File: src/rtl/fetch_pkg.sv
// Fetch stage shared types, constants and helpers.
package fetch_pkg;

    localparam int unsigned INST_W           = 32;
    localparam logic [31:0] PC_STEP          = 32'd4;
    localparam logic [31:0] DEFAULT_RESET_PC = 32'h8000_0000;

    // One fetch queue entry: the instruction together with the address it came from.
    typedef struct packed {
        logic [31:0]       pc;
        logic [INST_W-1:0] inst;
    } fetch_entry_t;

    // Increment that sticks at all-ones instead of wrapping.
    function automatic logic [31:0] sat_inc(input logic [31:0] val, input logic en);
        if (en && (val != 32'hFFFF_FFFF)) begin
            return val + 32'd1;
        end
        return val;
    endfunction

endpackage

File: src/rtl/fetch_fifo.sv
// Small circular fetch queue with a single-cycle flush. Supports enqueue into a full queue
// when a dequeue happens in the same cycle; the caller guarantees deq only when not empty.
module fetch_fifo #(
    parameter int unsigned DEPTH   = 4,
    parameter type         entry_t = logic [63:0]
) (
    input  logic                    clk,
    input  logic                    rst,
    input  logic                    flush,
    input  logic                    enq,
    input  entry_t                  enq_data,
    input  logic                    deq,
    output entry_t                  head,
    output logic [$clog2(DEPTH):0]  count,
    output logic                    full,
    output logic                    empty
);

    localparam int unsigned PW = $clog2(DEPTH);
    localparam int unsigned CW = PW + 1;

    logic [PW-1:0] rd_ptr_q, rd_ptr_d;
    logic [PW-1:0] wr_ptr_q, wr_ptr_d;
    logic [CW-1:0] count_q, count_d;
    entry_t        mem_q [DEPTH];
    entry_t        mem_d [DEPTH];

    // Pointer and occupancy next-state; flush wins over any enqueue/dequeue.
    always_comb begin
        rd_ptr_d = rd_ptr_q;
        wr_ptr_d = wr_ptr_q;
        count_d  = count_q;
        if (flush) begin
            rd_ptr_d = '0;
            wr_ptr_d = '0;
            count_d  = '0;
        end else begin
            if (enq) begin
                wr_ptr_d = wr_ptr_q + PW'(1);
            end
            if (deq) begin
                rd_ptr_d = rd_ptr_q + PW'(1);
            end
            count_d = count_q + CW'(enq) - CW'(deq);
        end
    end

    // Storage write; a full queue overwrites the slot being read out this same cycle.
    always_comb begin
        mem_d = mem_q;
        if (enq && !flush) begin
            mem_d[wr_ptr_q] = enq_data;
        end
    end

    // Control state registers.
    always_ff @(posedge clk) begin
        if (rst) begin
            rd_ptr_q <= '0;
            wr_ptr_q <= '0;
            count_q  <= '0;
        end else begin
            rd_ptr_q <= rd_ptr_d;
            wr_ptr_q <= wr_ptr_d;
            count_q  <= count_d;
        end
    end

    // Entry storage needs no reset: only slots below count are ever observed.
    always_ff @(posedge clk) begin
        mem_q <= mem_d;
    end

    assign head  = mem_q[rd_ptr_q];
    assign count = count_q;
    assign full  = (count_q == CW'(DEPTH));
    assign empty = (count_q == '0);

endmodule

File: src/rtl/fetch_unit.sv
// Front-end fetch stage: owns the PC, captures icache hits into a fetch queue and hands
// entries to decode over valid/ready. Redirects flush the queue and restart at the target.
// Optional performance counters are built when FETCH_PERF_EN is defined.
module fetch_unit
    import fetch_pkg::*;
#(
    parameter logic [31:0] RESET_PC = DEFAULT_RESET_PC,
    parameter int unsigned DEPTH    = 4
) (
    input  logic        clk,
    input  logic        rst,
`ifdef FETCH_PERF_EN
    output logic [31:0] perf_miss_cnt,
    output logic [31:0] perf_full_cnt,
    output logic [31:0] perf_redirect_cnt,
`endif
    output logic [31:0] ic_pc,
    input  logic [31:0] ic_inst,
    input  logic        ic_valid,
    input  logic        redirect,
    input  logic [31:0] redirect_pc,
    output logic        out_valid,
    output logic [31:0] out_inst,
    output logic [31:0] out_pc,
    input  logic        out_ready
);

    logic [31:0]            pc_q, pc_d;
    logic                   enq, deq;
    fetch_entry_t           enq_entry;
    fetch_entry_t           fifo_head;
    logic [$clog2(DEPTH):0] fifo_count;
    logic                   fifo_full, fifo_empty;

    // Handshake decode; redirect hides the head so no dequeue is reported that cycle.
    always_comb begin
        out_valid = !fifo_empty && !redirect;
        deq       = out_valid && out_ready;
        enq       = ic_valid && !redirect && (!fifo_full || deq);
        enq_entry = '{pc: pc_q, inst: ic_inst};
        out_pc    = fifo_empty ? '0 : fifo_head.pc;
        out_inst  = fifo_empty ? '0 : fifo_head.inst;
    end

    // PC next-state: redirect target (word aligned), else step on enqueue, else hold.
    always_comb begin
        pc_d = pc_q;
        if (redirect) begin
            pc_d = {redirect_pc[31:2], 2'b00};
        end else if (enq) begin
            pc_d = pc_q + PC_STEP;
        end
    end

    // PC register.
    always_ff @(posedge clk) begin
        if (rst) begin
            pc_q <= RESET_PC;
        end else begin
            pc_q <= pc_d;
        end
    end

    assign ic_pc = pc_q;

    fetch_fifo #(
        .DEPTH   (DEPTH),
        .entry_t (fetch_entry_t)
    ) u_fifo (
        .clk      (clk),
        .rst      (rst),
        .flush    (redirect),
        .enq      (enq),
        .enq_data (enq_entry),
        .deq      (deq),
        .head     (fifo_head),
        .count    (fifo_count),
        .full     (fifo_full),
        .empty    (fifo_empty)
    );

    // Occupancy is only needed as full/empty here; target low bits are dropped by alignment.
    logic unused_sig;
    assign unused_sig = ^{fifo_count, redirect_pc[1:0]};

`ifdef FETCH_PERF_EN
    logic [31:0] miss_cnt_q, miss_cnt_d;
    logic [31:0] full_cnt_q, full_cnt_d;
    logic [31:0] redir_cnt_q, redir_cnt_d;

    // Saturating event counters: icache misses, stalls on a full queue, redirects.
    always_comb begin
        miss_cnt_d  = sat_inc(miss_cnt_q, !ic_valid && !redirect);
        full_cnt_d  = sat_inc(full_cnt_q, fifo_full && !deq && ic_valid && !redirect);
        redir_cnt_d = sat_inc(redir_cnt_q, redirect);
    end

    // Counter registers.
    always_ff @(posedge clk) begin
        if (rst) begin
            miss_cnt_q  <= '0;
            full_cnt_q  <= '0;
            redir_cnt_q <= '0;
        end else begin
            miss_cnt_q  <= miss_cnt_d;
            full_cnt_q  <= full_cnt_d;
            redir_cnt_q <= redir_cnt_d;
        end
    end

    assign perf_miss_cnt     = miss_cnt_q;
    assign perf_full_cnt     = full_cnt_q;
    assign perf_redirect_cnt = redir_cnt_q;
`endif

endmodule
File: config.mk
export PLATFORM = sky130hd
export DESIGN_NAME = fetch_unit
export DESIGN_NICKNAME = d
export VERILOG_FILES = /design/src/rtl/fetch_pkg.sv /design/src/rtl/fetch_fifo.sv /design/src/rtl/fetch_unit.sv
export SDC_FILE = /design/constraint.sdc
export NUM_CORES = 1
export LEC_CHECK = 0
export ABC_CLOCK_PERIOD_IN_PS = 4200
export CAP_MARGIN = 20
export CORE_ASPECT_RATIO = 0.6
export CORE_MARGIN = 2
export CORE_UTILIZATION = 55
export CTS_CLUSTER_DIAMETER = 200
export CTS_CLUSTER_SIZE = 14
export DETAILED_ROUTE_END_ITERATION = 10
export DONT_BUFFER_PORTS = 1
export PLACE_DENSITY = 0.74
export REMOVE_ABC_BUFFERS = 1
export SLEW_MARGIN = 20
export SYNTH_ARGS = -nofsm -noshare
export SYNTH_HDL_FRONTEND = slang
export SYNTH_SLANG_ARGS = --single-unit
File: constraint.sdc
create_clock -name clk -period 4.2 [get_ports clk]
set_input_delay 0.42 -clock clk [delete_from_list [all_inputs] [get_ports clk]]
set_output_delay 0.42 -clock clk [all_outputs]
set_load 0.02 [all_outputs]
== After elaboration in Yosys (flattened, before gate mapping) ==
Cells that the tools add are included.
Storage, ports and cells
  register bits: 295
  bits in latches: 0
  bits in writable memories: 0
  bits in read-only memories: 0
  input bits: 69
  memories: 0
Cells by class
  add/sub/neg operators: 5
  $mul: 0
  div/mod/pow operators: 0
  $lt $le $gt $ge: 3
  eq/ne operators: 1
  shift-type cells: 0
  mux-type cells: 10
  bitwise logic cells: 2
  reductions and logical operators: 13
Operators by type and width (count)
  bitwise mux 256 bit: 1
  2-to-1 mux 64 bit: 3
  binary-select mux 64 bit (select 2 bit): 1
  demux 64 bit (select 2 bit): 1
  2-to-1 mux 32 bit: 4
  adder 32 x 3 -> 32 bit, second input constant: 1
  greater-or-equal comparator 3 bit, second input constant: 2
  logical AND 1 bit: 6
  NOT 2 -> 3 bit: 2
  adder 2 x 1 -> 2 bit, second input constant: 2
  adder 3 x 1 -> 3 bit: 1
  == test 3 bit, second input constant: 1
  logical NOT 1 bit: 3
  logical NOT 3 bit: 1
  less-than comparator 3 x 1 -> 1 bit, second input constant: 1
  subtractor 3 x 1 -> 3 bit: 1
  nonzero test 2 bit: 1
  OR reduction 2 bit: 1
  logical OR 1 bit: 1

== Depth between registers and ports, before layout ==
  word-level depth: 8
  gate-level depth with buffers: 11
  depth with buffers taken out: 9

== Modules after synthesis ==
Synthesis repeated with hierarchy kept, for this count alone.
Second synthesis, totals
  cells, all modules: 686
  area total of the unflattened synthesis: 12050.3 um2
Modules (own cells, without submodules)
  fetch_fifo: times used 1, cells each 377, area an instance 9681.8 um2
  fetch_unit: times used 1, cells each 309, area an instance 2368.5 um2

== Worst setup path after synthesis ==
No wires, ideal clock.
  path kind: input to register
  from: in redirect
  to: reg u_fifo.mem_q[0] (netlist bit), enable pin
  library setup time: 0.427 ns
  arrival time: 2.709 ns
  required time: 3.773 ns
  path slack: 1.064 ns
  stages: 6
  buffers on the path: 3
  cell sequence: buf_6 -> nor2b_4 -> buf_6 -> o21a_1 -> clkbuf_1 -> and3_1
Between the ends
  longest elaborated chain between the ends: 6
  elaborated cells on any way between the ends: 7
  classes of those cells: reduce/logical: 7
Ends and longest elaborated chain
  from (decl): line fetch_unit.sv:20  | input logic redirect,
  logical NOT 1 bit (*): line fetch_fifo.sv:51, fetch_unit.sv:37, fetch_unit.sv:39
  logical AND 1 bit: line fetch_unit.sv:37  | out_valid = !fifo_empty && !redirect;
  logical AND 1 bit: line fetch_unit.sv:38  | deq = out_valid && out_ready;
  logical OR 1 bit: line fetch_unit.sv:39  | enq = ic_valid && !redirect && (!fifo_full || deq);
  logical AND 1 bit: line fetch_unit.sv:39
  logical AND 1 bit (*): line fetch_fifo.sv:51  | if (enq && !flush) begin
  to (signal assigned): line fetch_fifo.sv:71  | mem_q <= mem_d;
  to (decl): line fetch_fifo.sv:25  | entry_t mem_q [DEPTH];
Every way passes the cells marked *; elsewhere a longest branch is shown, timed or not.
A chain may end at the register's enable or synchronous reset.

== Worst setup path in the final report ==
  from: reg u_fifo.rd_ptr_q[0]
  to: out out_pc[11]
Between the ends
  longest elaborated chain between the ends: 5
Ends and longest elaborated chain
  from (decl): line fetch_fifo.sv:22  | logic [PW-1:0] rd_ptr_q, rd_ptr_d;
  from (signal assigned): line fetch_fifo.sv:63  | rd_ptr_q <= rd_ptr_d;
  NOT 2 -> 3 bit (not written as such): line fetch_fifo.sv:74  | assign head = mem_q[rd_ptr_q];
  binary-select mux 64 bit (select 2 bit): line fetch_fifo.sv:74
  2-to-1 mux 64 bit (not written as such) (2 in a row): line fetch_fifo.sv:74
  2-to-1 mux 32 bit: line fetch_unit.sv:41  | out_pc = fifo_empty ? '0 : fifo_head.pc;
  to (decl): line fetch_unit.sv:24  | output logic [31:0] out_pc,
Every way passes these cells. The select of a mux whose other input is x is not followed.

==> impl.org <==
** Status
- The run finished with clean final reports.

** Drt
- Post-detailed-route wirelength per cell :: 24.0 um
- Once detail routing completed, the nets flagged for antenna violations numbered 0.
- The final route contains 5950 vias.
- DR pass1 iterations :: 7
- Routed via count divided by cell count :: 6.03
- The routed design has 23700 um of wire.
- The first routing iteration left 511 violations.
- In the routed design, unresolved DRC markers number 0.

** Clock tree
- TritonCTS built the clock tree.
- Clock-pin slew of the registers on the worst-case setup and hold paths :: 0.07 ns
- Clock net sink count :: 285
- H-tree levels :: 1
- Buffers added to address setup during post-CTS repair amount to 0.
- Clock Tree Root :: clkbuf_16
- No sink is reached through more buffers than the 3 on the longest clock path.
- At the later pin of the worst-skew pair, clock insertion delay measures 0.51 ns.
- In this run, CTS created clock tree buffers numbering 24.

** Yosys
- Sequential share of the synthesized area :: 70.6%
- Dividing the synthesized area by the synthesized cell count gives 17.5 um^2.
- The synthesized design contains 248 enable-type register cells.
- After synthesis, the share of flip-flops with an asynchronous set or reset is 0%.
- Synthesis inferred 285 register bits.
- Yosys printed 0 warnings.
- The most used flip-flop cell after synthesis is edfxtp_1.
- Counting every instance in the synthesized netlist gives 664.
- The synthesized netlist occupies a cell area of 11600 um^2.
- The number of different library cells used by synthesis comes to 48.

** Timing
- The worst path in the final design needs a cycle of 2.89 ns, including I/O delays and setup.
- Final critical-path share of the clock period :: 68.9%
- Setup repair after global routing missed its margin :: no
- Total negative setup slack :: 0 ns
- Setup skew after layout :: 0.0119 ns
- Final hold vios :: 0
- The worst pin sits at a relative slew slack of 28.5%.
- At the pin with the least slew margin, the transition time is 1.07 ns.
- Final-report max-slew violation count :: 0
- Setup violations, final :: 0
- Based on the critical path, the design can be clocked at up to 0.346 GHz.

** Floorplanning
- The die covers 22300 um^2.
- The floorplan has 41 rows.
- Floorplan Core Area :: 20800 um^2
- Die Span X :: 191 um
- 166 I/O pins were placed.
- From bottom edge to top edge, the die measures 116 um.
- Initial Util :: 55.7%

** Critical path
- Largest fanout on the critical path :: 37
- Reg2Reg Launch Point :: u_fifo.count[1]$_SDFF_PP0_
- STA classifies the critical path endpoint as an output pin.
- Register-to-Register Path Depth :: 3
- Data on the critical path arrives at its endpoint at 2.47 ns.
- The worst register-to-register path ends at u_fifo.mem_q[12]$_DFFE_PP_.
- For the worst setup path, the data required time is 3.78 ns.
- Critical Path Source Type :: flip-flop
- Classification of the worst setup path :: reg2out
- Setup slack on the worst reg-to-reg path comes out at 1.64 ns.

** Cells and area
- The area growth from synthesis to layout is 10.8%.
- Net total in the final layout :: 765
- The post-route netlist has 15.4% of its cells at a drive strength greater than 1.
- Post-layout util :: 61.7%
- Fillcell total :: 1493

** Power and ir drop
- Power density over the cells :: 434 nW/um^2
- Largest vdd supply drop :: 0.388 mV
- After layout, the design draws a total of 5.58 mW.
- In this run the static leakage power is 3.88 nW.

** Min path
- The path with the worst hold slack has its endpoint at ic_pc[29]$_SDFFE_PP0P_.
- The startpoint identified for the worst hold timing path is rst.
- Hold WC Path Type :: in2reg
- Worst hold stages :: 1

** GRT
- Initial antenna violation count :: 2
- Entering global routing, the biggest net connects 64 pins.
- For this run the aggregate overflow at the end of global routing stands at 0.
- Across every metal layer, demand over resource in global routing totals 21.4%.
- Number of global-route vias before repair :: 6170
- The first global-routing pass estimated 35500 um of wire.

** Placement
- Routability-driven placement finished with a final weighted congestion of 0.797.
- Buffers placed on the I/O ports in this run total 0.
- Detailed placement finished with a half-perimeter wire length of 13500 um.

** Flow run
- The tool flagged a number of max-cap violations equal to 0.
cells in the mapped netlist, types with 8 or more instances:
| cell | instances | area, um^2 |
|---|---|---|
| nor2b_1 | 63 | 394 |
| nor3_1 | 8 | 40.0 |
| nor2_1 | 29 | 109 |
| clkbuf_1 | 25 | 93.8 |
| nand3_1 | 8 | 40.0 |
| edfxtp_1 | 248 | 7450 |
| dfxtp_1 | 37 | 741 |
| inv_1 | 11 | 41.3 |
| nand2_1 | 24 | 90.1 |
| mux4_2 | 62 | 1400 |
| xnor2_1 | 24 | 210 |
| a211oi_1 | 17 | 128 |
| nor4_1 | 8 | 50.1 |
| and3_1 | 8 | 50.1 |
critical path: stages (launching register included):
cell and delay, ns:
dfxtp_4 0.75, buf_12 0.37, mux4_2 0.56, nor2b_1 0.23
final cells by class:
class                   count  area, um^2  share of cell area, %
clock inverters             1        11.3                 0.0876
clock buffers              43         693                   5.39
repair buffers             36         365                   2.84
multi-input cells         329        3190                   24.8
diodes                      2        5.00                 0.0389
well taps                 279         349                   2.72
inverters                  12        45.0                  0.351
flip-flops and latches    285        8200                   63.8
cells in the final DEF, fill, tap and decap left out, types with 6 or more instances in the layout:
| cell | instances |
|---|---|
| a211oi_1 | 17 |
| a21oi_1 | 6 |
| and2_1 | 7 |
| clkbuf_1 | 18 |
| clkbuf_16 | 25 |
| dfxtp_1 | 35 |
| dlygate4sd3_1 | 33 |
| edfxtp_1 | 248 |
| ha_1 | 7 |
| inv_1 | 11 |
| mux4_2 | 62 |
| nand2_1 | 24 |
| nand3_1 | 8 |
| nand4_1 | 7 |
| nor2_1 | 29 |
| nor2b_1 | 63 |
| nor3_1 | 7 |
| nor4_1 | 8 |
| xnor2_1 | 24 |
registers in the layout, summed over array words and instances, names as in the netlist:
register         cells
u_fifo.rd_ptr_q      2
ic_pc               30
u_fifo.wr_ptr_q      2
u_fifo.mem_q       248
u_fifo.count         3
logic make-up (layout without fill, tap and decap cells):
group                      Yosys count  in the layout  share of synthesized area, %
other                                1              6                        0.0323
buffers and inverters               53             92                          2.21
adders and majority gates            8              8                         0.928
DFF                                285            285                          70.6
xor gates and xnor gates            27             27                          2.04
and+or+nand+nor                    181            181                          8.99
AOI/OAI and AO/OA                   47             47                          3.13
muxes                               62             62                          12.0
worst max-delay path by stage:
stage,slack [ns],cells past startpoint,from,end
after floorplan,-1.22,9,u_fifo.count[1]$_SDFF_PP0_,u_fifo.count[2]$_SDFF_PP0_
after global placement,1.72,3,u_fifo.count[1]$_SDFF_PP0_,u_fifo.mem_q[222]$_DFFE_PP_
after detailed placement,1.64,3,u_fifo.count[1]$_SDFF_PP0_,u_fifo.mem_q[138]$_DFFE_PP_
after CTS,1.23,3,u_fifo.rd_ptr_q[0]$_SDFFE_PP0P_,out_pc[11]
after global routing,1.11,3,u_fifo.rd_ptr_q[0]$_SDFFE_PP0P_,out_pc[11]
final,1.31,3,u_fifo.rd_ptr_q[0]$_SDFFE_PP0P_,out_pc[11]
metal layers:
metal	routed length [um]	share of wire, %	up-vias	GRT usage, %
li1	-	-	2627	-
met1	10100	43	3057	30.2
met2	10900	46	227	33.5
met3	2130	9.0	39	5.86
met4	548	2.3	0	5.33
met5	0	0	-	0
power by group:
part	internal [mW]	switching, mW
Sequential	3.15	0.0959
Combinational	0.109	0.179
Clock	1.12	0.930
Total	4.38	1.21
metrics by stage:
stage	worst slack (ns)	hold slack [ns]	cells	instance area, um^2
floorplan	-1.22	0.469	626	11400
global placement	1.72	0.477	908	11800
detailed placement	1.64	0.498	908	11800
CTS	1.23	0.00396	985	12800
global route	1.11	0.00854	987	12800
finish	1.31	0.0259	987	12800
repair_timing:
action | 4_1_cts | 5_1_grt
endpoints found under the hold margin | 153 | 0
hold buffers | 33 | 0
resized for setup | 0 | 0
Power figures use the tool's default switching activity.
